<file path="config.mk">
export PLATFORM = sky130hd
export DESIGN_NAME = i2s_dac_feeder
export DESIGN_NICKNAME = d
export VERILOG_FILES = /design/src/rtl/i2s_dac_feeder.sv
export SDC_FILE = /design/constraint.sdc
export NUM_CORES = 1
export LEC_CHECK = 0
export BUFFER_PORTS_ARGS = -buffer_cell sky130_fd_sc_hd__buf_2
export CORE_ASPECT_RATIO = 1.75
export CORE_MARGIN = 2
export CORE_UTILIZATION = 50
export CTS_CLUSTER_SIZE = 30
export DETAILED_ROUTE_END_ITERATION = 8
export GPL_TIMING_DRIVEN = 0
export PLACE_DENSITY_LB_ADDON = 0.3
export SETUP_SLACK_MARGIN = 0.5
export SYNTH_ARGS = -nofsm -noshare
export SYNTH_HDL_FRONTEND = slang
export SYNTH_SLANG_ARGS = --single-unit
export TNS_END_PERCENT = 20
</file>
<file path="constraint.sdc">
create_clock -name bclk -period 4.8 [get_ports bclk]
set_input_delay 0.24 -clock bclk [delete_from_list [all_inputs] [get_ports bclk]]
set_output_delay 0.24 -clock bclk [all_outputs]
set_load 0.005 [all_outputs]
</file>
<file path="src/rtl/i2s_dac_feeder.sv">
// Per-frame I2S DAC feeder: fetches one sample from each of two sources, mixes
// with attenuation and saturation, and writes one word to the DAC FIFO per frame.
module i2s_dac_feeder #(
    parameter int unsigned DATA_WIDTH    = 32,
    parameter int unsigned FETCH_TIMEOUT = 8
) (
    input  logic                  bclk,
    input  logic                  reset_n,
    input  logic                  daclrc,
    input  logic                  enable,
    input  logic                  mute,
    input  logic                  src0_valid,
    input  logic                  src1_valid,
    input  logic [DATA_WIDTH-1:0] src0_data,
    input  logic [DATA_WIDTH-1:0] src1_data,
    output logic                  src0_ready,
    output logic                  src1_ready,
    input  logic [1:0]            src0_shift,
    input  logic [1:0]            src1_shift,
    input  logic                  fifo_full,
    output logic                  fifo_wren,
    output logic [DATA_WIDTH-1:0] fifo_wrdata,
    output logic [15:0]           underrun_cnt,
    output logic [15:0]           drop_cnt
);

    localparam int unsigned CH_W  = DATA_WIDTH / 2;
    localparam int unsigned CNT_W = (FETCH_TIMEOUT > 1) ? $clog2(FETCH_TIMEOUT) : 1;

    typedef enum logic [1:0] {
        S_IDLE,
        S_FETCH,
        S_MIX,
        S_WRITE
    } state_t;

    state_t                r_state, w_state;
    logic                  r_lrc_s1, r_lrc_s2, r_lrc_hist;
    logic                  w_tick;
    logic                  r_got0, r_got1, w_got0, w_got1;
    logic                  r_rdy0, r_rdy1, w_rdy0, w_rdy1;
    logic [CNT_W-1:0]      r_cnt, w_cnt;
    logic [DATA_WIDTH-1:0] r_s0, r_s1, w_s0, w_s1;
    logic [DATA_WIDTH-1:0] r_mixed, w_mixed;
    logic [DATA_WIDTH-1:0] r_last, w_last;
    logic                  r_wren, w_wren;
    logic [DATA_WIDTH-1:0] r_wrdata, w_wrdata;
    logic [15:0]           r_under, w_under;
    logic [15:0]           r_drop, w_drop;

    // One channel: attenuate both inputs, add with one guard bit, clamp on overflow
    function automatic logic [CH_W-1:0] f_mix_ch(
        input logic [CH_W-1:0] a,
        input logic [CH_W-1:0] b,
        input logic [1:0]      sha,
        input logic [1:0]      shb,
        input logic            ga,
        input logic            gb
    );
        logic signed [CH_W-1:0] a_sh, b_sh;
        logic signed [CH_W:0]   ea, eb, sum;
        a_sh = $signed(a) >>> sha;
        b_sh = $signed(b) >>> shb;
        ea   = ga ? {a_sh[CH_W-1], a_sh} : '0;
        eb   = gb ? {b_sh[CH_W-1], b_sh} : '0;
        sum  = ea + eb;
        if (sum[CH_W] != sum[CH_W-1])
            f_mix_ch = sum[CH_W] ? {1'b1, {(CH_W-1){1'b0}}} : {1'b0, {(CH_W-1){1'b1}}};
        else
            f_mix_ch = sum[CH_W-1:0];
    endfunction

    assign w_tick = r_lrc_hist & ~r_lrc_s2;

    always_ff @(posedge bclk or negedge reset_n) begin
        if (!reset_n) begin
            r_state    <= S_IDLE;
            r_lrc_s1   <= 1'b0;
            r_lrc_s2   <= 1'b0;
            r_lrc_hist <= 1'b0;
            r_got0     <= 1'b0;
            r_got1     <= 1'b0;
            r_rdy0     <= 1'b0;
            r_rdy1     <= 1'b0;
            r_cnt      <= '0;
            r_s0       <= '0;
            r_s1       <= '0;
            r_mixed    <= '0;
            r_last     <= '0;
            r_wren     <= 1'b0;
            r_wrdata   <= '0;
            r_under    <= '0;
            r_drop     <= '0;
        end else begin
            r_state    <= w_state;
            r_lrc_s1   <= daclrc;
            r_lrc_s2   <= r_lrc_s1;
            r_lrc_hist <= r_lrc_s2;
            r_got0     <= w_got0;
            r_got1     <= w_got1;
            r_rdy0     <= w_rdy0;
            r_rdy1     <= w_rdy1;
            r_cnt      <= w_cnt;
            r_s0       <= w_s0;
            r_s1       <= w_s1;
            r_mixed    <= w_mixed;
            r_last     <= w_last;
            r_wren     <= w_wren;
            r_wrdata   <= w_wrdata;
            r_under    <= w_under;
            r_drop     <= w_drop;
        end
    end

    // Next-state and next-register logic
    always_comb begin
        w_state  = r_state;
        w_got0   = r_got0;
        w_got1   = r_got1;
        w_rdy0   = r_rdy0;
        w_rdy1   = r_rdy1;
        w_cnt    = r_cnt;
        w_s0     = r_s0;
        w_s1     = r_s1;
        w_mixed  = r_mixed;
        w_last   = r_last;
        w_wren   = 1'b0;
        w_wrdata = r_wrdata;
        w_under  = r_under;
        w_drop   = r_drop;

        unique case (r_state)
            S_IDLE: begin
                if (w_tick && enable) begin
                    w_state = S_FETCH;
                    w_got0  = 1'b0;
                    w_got1  = 1'b0;
                    w_rdy0  = 1'b1;
                    w_rdy1  = 1'b1;
                    w_cnt   = CNT_W'(FETCH_TIMEOUT - 1);
                end
            end
            S_FETCH: begin
                if (src0_valid && r_rdy0) begin
                    w_s0   = src0_data;
                    w_got0 = 1'b1;
                    w_rdy0 = 1'b0;
                end
                if (src1_valid && r_rdy1) begin
                    w_s1   = src1_data;
                    w_got1 = 1'b1;
                    w_rdy1 = 1'b0;
                end
                if ((w_got0 && w_got1) || (r_cnt == '0)) begin
                    w_state = S_MIX;
                    w_rdy0  = 1'b0;
                    w_rdy1  = 1'b0;
                end else begin
                    w_cnt = r_cnt - CNT_W'(1);
                end
            end
            S_MIX: begin
                w_state = S_WRITE;
                if (!r_got0 && !r_got1) begin
                    w_mixed = r_last;
                    if (r_under != 16'hFFFF)
                        w_under = r_under + 16'd1;
                end else begin
                    w_mixed = {f_mix_ch(r_s0[DATA_WIDTH-1:CH_W], r_s1[DATA_WIDTH-1:CH_W],
                                        src0_shift, src1_shift, r_got0, r_got1),
                               f_mix_ch(r_s0[CH_W-1:0], r_s1[CH_W-1:0],
                                        src0_shift, src1_shift, r_got0, r_got1)};
                end
            end
            S_WRITE: begin
                if (!fifo_full) begin
                    w_wren   = 1'b1;
                    w_wrdata = mute ? '0 : r_mixed;
                    w_last   = r_mixed;
                    w_state  = S_IDLE;
                end else if (w_tick) begin
                    // Blocked past the next frame: discard and start fetching afresh
                    if (r_drop != 16'hFFFF)
                        w_drop = r_drop + 16'd1;
                    w_state = S_FETCH;
                    w_got0  = 1'b0;
                    w_got1  = 1'b0;
                    w_rdy0  = 1'b1;
                    w_rdy1  = 1'b1;
                    w_cnt   = CNT_W'(FETCH_TIMEOUT - 1);
                end
            end
            default: w_state = S_IDLE;
        endcase
    end

    assign src0_ready   = r_rdy0;
    assign src1_ready   = r_rdy1;
    assign fifo_wren    = r_wren;
    assign fifo_wrdata  = r_wrdata;
    assign underrun_cnt = r_under;
    assign drop_cnt     = r_drop;

endmodule

</file>
Word-level counts from Yosys, hierarchy flattened
Index checks and enable logic that the tools add are counted.

Bits in registers: 205. Bits in latches: 0. Memory bits (writable): 0. ROM bits: 0. Input port bits: 76. Word-level logic and storage cells: 105. Memories: 0.

Add/subtract/negate cells: 5. $mul: 0. Divide/modulo/power cells: 0. Magnitude comparators: 0. Equal/unequal tests: 15. Shift-type cells: 4. Muxes and demuxes: 40. Bitwise operators: 3. Reductions and logical operators: 21.

Operator list (count): $mux 17 (4); $mux 16 (4); $mux 32 (2); $sshr 16x2->16 (4); $add 17x17->17 (2); $add 16x1->16 const B (2); $ne 16x16->1 const B (2); $mux 1 (16); $reduce_and 5->1 (3); $mux 3 (4); $pmux 1 s3 (4); $ne 2x2->1 const B (5); $ne 3x3->1 const B (3); $pmux 3 s3 (1); $mux 2 (4); $pmux 2 s4 (1); $reduce_and 4->1 (2); $reduce_and 2->1 (3); $reduce_and 3->1 (2); $logic_and 1x1->1 (5); $eq 2x2->1 const B (2); $logic_not 3->1 (1); $reduce_bool 3->1 (1); $sub 3x1->3 const B (1); other kinds (7) (10).

Depth between registers and ports, before layout
Depth after elaboration: 7. Depth in mapped cells: 20.

Worst setup path before layout
Ideal clock, no wire load.

Kind: input to register. From: input port src0_shift[0]. To: register r_mixed[11]. Setup time: 0.140 ns. Arrival: 3.991 ns. Required time: 4.660 ns. Setup slack: 0.669 ns. Cell stages on the path: 19. Cells stage by stage: clkbuf_1 buf_1 mux2_2 o211ai_1 inv_1 ha_1 a211oi_1 o21ai_1 nand2_1 o211ai_1 a31oi_1 o21ai_1 xor2_1 ha_1 clkbuf_1 inv_1 clkbuf_1 o2111ai_1 o221ai_1.

Word-level cells in the longest chain between the ends: 6.

Ends and longest elaborated chain: from (decl) (line 18) `input logic [1:0] src0_shift,`; $sshr 16x2->16 * (line 62) `a_sh = $signed(a) >>> sha;`; $mux 17 * (line 64) `ea = ga ? {a_sh[CH_W-1], a_sh} : '0;`; $add 17x17->17 * (line 66) `sum = ea + eb;`; $mux 16 or $ne 1x1->1 (tied branches) (line 68, 67); $mux 16 * (line 67) `if (sum[CH_W] != sum[CH_W-1])`; $mux 32 * (line 164) `if (!r_got0 && !r_got1) begin`; to (signal assigned) (line 106) `r_mixed <= w_mixed;`; to (decl) (line 44) `logic [DATA_WIDTH-1:0] r_mixed, w_mixed;`.

Every way passes the cells marked *; elsewhere a longest branch is shown, timed or not. A chain may end at the register's enable or synchronous reset.

Worst setup path in the final report
From: register r_got1. To: register r_mixed[7].

Word-level cells in the longest chain between the ends: 5.

Ends and longest elaborated chain: from (decl) (line 40) `logic r_got0, r_got1, w_got0, w_got1;`; from (signal assigned) (line 100) `r_got1 <= w_got1;`; $mux 17 (line 65) `eb = gb ? {b_sh[CH_W-1], b_sh} : '0;`; $add 17x17->17 (line 66); $mux 16 or $ne 1x1->1 (tied branches) (line 68, 67); $mux 16 (line 67); $mux 32 * (line 164).

Marked as above.

==> out/results.txt <==
The run finished with clean final reports. In the final routed layout, each cell accounts on average for 18.3 um. Clock skew on the completed layout was measured at 0.0106 ns.

Final worst-path cycle share: 84.4%. The top-area cell type share of the netlist area was 43.2%; the arrival time at the worst endpoint was 4.44 ns. The synthesized area per cell is 10.2 um2, and the maximum number of pins on one net before global-route repair is 105. The cell-internal power came out at 0.00517 W. Walking the worst path, the cells encountered are buf_2 > and2_1 > ha_1 > inv_1 > fa_1 > nand2b_1 > a21oi_2 > o21ai_1 > o221ai_1 > o2bb2ai_1 > inv_1 > ha_1 > clkbuf_2 > a21oi_2 > clkbuf_4 > a21oi_1. During placement, the flow inserted port buffers numbering 138. The logs give 50.9% for the effective utilization at floorplan and 0 for the number of max-cap violations. Post-route worst hold slack: 0.0506 ns. The clock edge transition at the registers on the reported setup and hold paths was 0.07 ns. In the layout the commonest cells are sky130_fd_sc_hd__dfrtp_1, sky130_fd_sc_hd__nand2_1, sky130_fd_sc_hd__buf_2. For the pin with the worst max-slew slack, the measured transition is 0.843 ns. Summed over all nets, the switching power comes to 0.00317 W. The synthesized design spends more area on one cell type than any other, namely sky130_fd_sc_hd__dfrtp_1. The destination of the critical timing path was r_mixed[7].

Vertical die dimension: 208 um. The congestion estimate from routability-driven global placement came to 1.07. The number of sinks handled by clock tree synthesis is 205.

In this run, synthesis inferred 0 flip-flops with an integrated enable. The number of vias in the routed layout is 9531. The worst-case IR drop observed on VDD is 0.381 mV.

The worst register-to-register path begins at r_got1. The sequential share of power is 37.2%. Sequential cells were found to cover 43.2% of the synthesized design area. Counting every net in the synthesized netlist gives 1282.

For the worst reg-to-reg setup slack, the log shows 0.75 ns. Adding up every negative setup slack in the final design gives 0 ns. The placed instance area came out at 0.0130 mm2.

The synthesized netlist contains 65 unique library cells. The site row count came out at 74. The horizontal die dimension was 120 um; the number of buffers inserted to repair setup after CTS was 0. The cell count of the worst reg-to-reg path was 16. The prevailing post-synth register cell is sky130_fd_sc_hd__dfrtp_1. The post-layout minimum cycle time was 4.05 ns. The delay of the slowest critical-path stage is 0.48 ns. In this run, the clock network consumes 21.3% of the power.

The first global-routing pass estimated 50.7 mm of wire. The tools report the required time of the critical path as 5.19 ns. After the first detailed-routing iteration, the DRC count stood at 524. The number of optimization iterations in the first detailed-route pass is 7.

Global routing used 25.4% of the available tracks across all layers. Derived from the worst setup path, the maximum achievable clock frequency is 0.247 GHz. The tightest min-delay check is of the input port to register type. Net switching is 38.0% of the power. Dividing total power by cell area gives a power density of 579 mW/mm2. The endpoint kind of the worst setup timing path is a register. The routed design has 31.2 mm of wire. The tools report the final max-slew violation count as 0. Leading cell type in the layout, fill and taps excluded: sky130_fd_sc_hd__dfrtp_1. In this run the critical register-to-register path is captured at r_mixed[7]. The headroom to the max-slew limit is 43.6%. Sorting the synthesized cells by area gives the leading types as sky130_fd_sc_hd__dfrtp_1, sky130_fd_sc_hd__mux4_2, sky130_fd_sc_hd__mux2_2.

The tree is rooted in a sky130_fd_sc_hd__clkbuf_16. Synthesis produced 1160 cells. The number of clock buffers added by TritonCTS is 20. The most critical setup path has its startpoint at r_got1. Dividing the detail-routed via count by the number of cells gives 5.59. Setup repair after global routing could not meet its margin everywhere. For the worst-skew pair later-pin latency, the log shows 0.51 ns. The longest clock path from root to sink contains 3 buffers. The via count of the first global-routing pass was 9908; the largest driver fanout on the critical path was 10.

The synthesized design contains 205 register bits. Of the total power, combinational logic draws 41.4%. TritonCTS built the clock tree. The critical path startpoint category was a register.

The leakage power figure was 6.82 nW; the core footprint was 0.0233 mm2. Final number of hold-violating endpoints: 0. Slowest library cell on the worst path: sky130_fd_sc_hd__dfrtp_2.

Pin placement for this block handled 143 I/O pins. Counting flops with an async set or reset pin after synthesis yields a share of 100%. The startpoint identified for the worst hold timing path is mute. The share of layout cells above drive strength 1 was 22.9%. For the count of warnings emitted by yosys, the log shows 0. The die covers 0.0250 mm2. For the number of remaining DRC errors, the log shows 0. The logs give 1 for the maximum level of the CTS H-tree and 0 for the number of setup violations in the final report.

The number of antenna diodes in the final layout is 0. Area growth from synthesis to layout: 21.5%. The global route total overflow came out at 0. The final antenna-violating net count was 0.

By startpoint and endpoint, the worst setup path is classified as register to register. The logs give 0.0144 mm2 for the final non-filler cell area and 1509 for the number of nets at the end of the flow. After legalization and detailed placement, the total HPWL measured 23.3 mm. The initial antenna violation count is 0. The synthesized cell area came out at 0.0119 mm2.
==> power groups by stage <==
stage	Combinational, W	Sequential [W]	Clock, W
floorplan	0.00246	0.00290	0
global placement	0.00328	0.00308	0
detailed placement	0.00337	0.00312	0
CTS	0.00345	0.00309	0.00182
global route	0.00385	0.00321	0.00189
finish	0.00346	0.00311	0.00178
==> how the worst min path moves through the flow <==
stage                                  end  cells past startpoint
final                      fifo_wrdata[31]                      3
after global routing                r_got1                      3
after CTS                           r_got0                      3
after detailed placement  underrun_cnt[14]                      1
after global placement            r_lrc_s2                      0
after floorplan                drop_cnt[0]                      0
==> flip-flops by register name, summed over array words and instances, names as in the netlist, 2 cells and up <==
register      flops
fifo_wrdata      32
r_last           32
r_mixed          32
r_s0             32
r_s1             32
drop_cnt         16
underrun_cnt     16
r_cnt             3
r_state           2
==> area by class of cell <==
cell class	instances	area, um2
inverter	28	105
multi-input combinational	863	6370
tap	304	380
clock inverter	8	153
timing repair buffer	205	1390
buffer	64	290
clock buffer	27	598
sequential	205	5130
fill	1978	8910
==> Yosys cell counts, types with 17 or more instances <==
cell type / number
sky130_fd_sc_hd__a21oi_1: 49
sky130_fd_sc_hd__and2_1: 54
sky130_fd_sc_hd__clkbuf_1: 45
sky130_fd_sc_hd__dfrtp_1: 205
sky130_fd_sc_hd__ha_1: 44
sky130_fd_sc_hd__inv_1: 27
sky130_fd_sc_hd__mux2_2: 69
sky130_fd_sc_hd__mux4_2: 42
sky130_fd_sc_hd__nand2_1: 184
sky130_fd_sc_hd__nand2b_1: 42
sky130_fd_sc_hd__nand3b_1: 17
sky130_fd_sc_hd__nor2_1: 57
sky130_fd_sc_hd__o21ai_0: 72
sky130_fd_sc_hd__xnor2_1: 34
sky130_fd_sc_hd__xor2_1: 17
==> logic make-up (layout without fill, tap and decap cells) <==
kind of cell    after synthesis  count (layout)  synth area share [%]
mux                         130             130                  16.2
buf+inv                      92             332                  3.22
fa+ha+maj                    46              46                  4.98
simple gates                425             425                  17.4
flops                       205             205                  43.2
xor+xnor                     51              51                  3.76
compound gates              211             211                  11.2
==> through the flow <==
step | utilization [%] | instances | total power [W] | setup slack, ns
2_1_floorplan | - | 1160 | 0.00536 | 0.669
3_5_place_dp | 55.6 | 1603 | 0.00649 | -0.291
6_report | 61.8 | 1704 | 0.00835 | 0.750
5_1_grt | 61.8 | 1704 | 0.00895 | 0.488
4_1_cts | 61.7 | 1704 | 0.00835 | 0.506
3_3_place_gp | 55.4 | 1602 | 0.00636 | -0.261
==> layer usage <==
layer	wire, um	part of all wire, %	GRT usage (%)
met4	1650	5.3	12.6
met1	11500	37	28.2
met3	1250	4.0	3.21
met5	0	0	0
met2	16800	54	46.8
==> worst max-delay path, delay by kind of cell, from the launching register on <==
| kind | cells | cell delay, ns |
|---|---|---|
| flops | 1 | 0.48 |
| compound gates | 6 | 1.29 |
| buf+inv | 5 | 0.92 |
| fa+ha+maj | 3 | 0.87 |
| simple gates | 2 | 0.37 |
==> what timing repair did <==
item / CTS / global route
endpoints found under the setup margin: 13 / 15
gates resized for setup: 6 / 12
endpoints found under the hold margin: 168 / 0
pin swaps: 0 / 1
hold buffers: 66 / 0
cloned: 0 / 0
No activity file was read; power rests on OpenSTA's default activity.
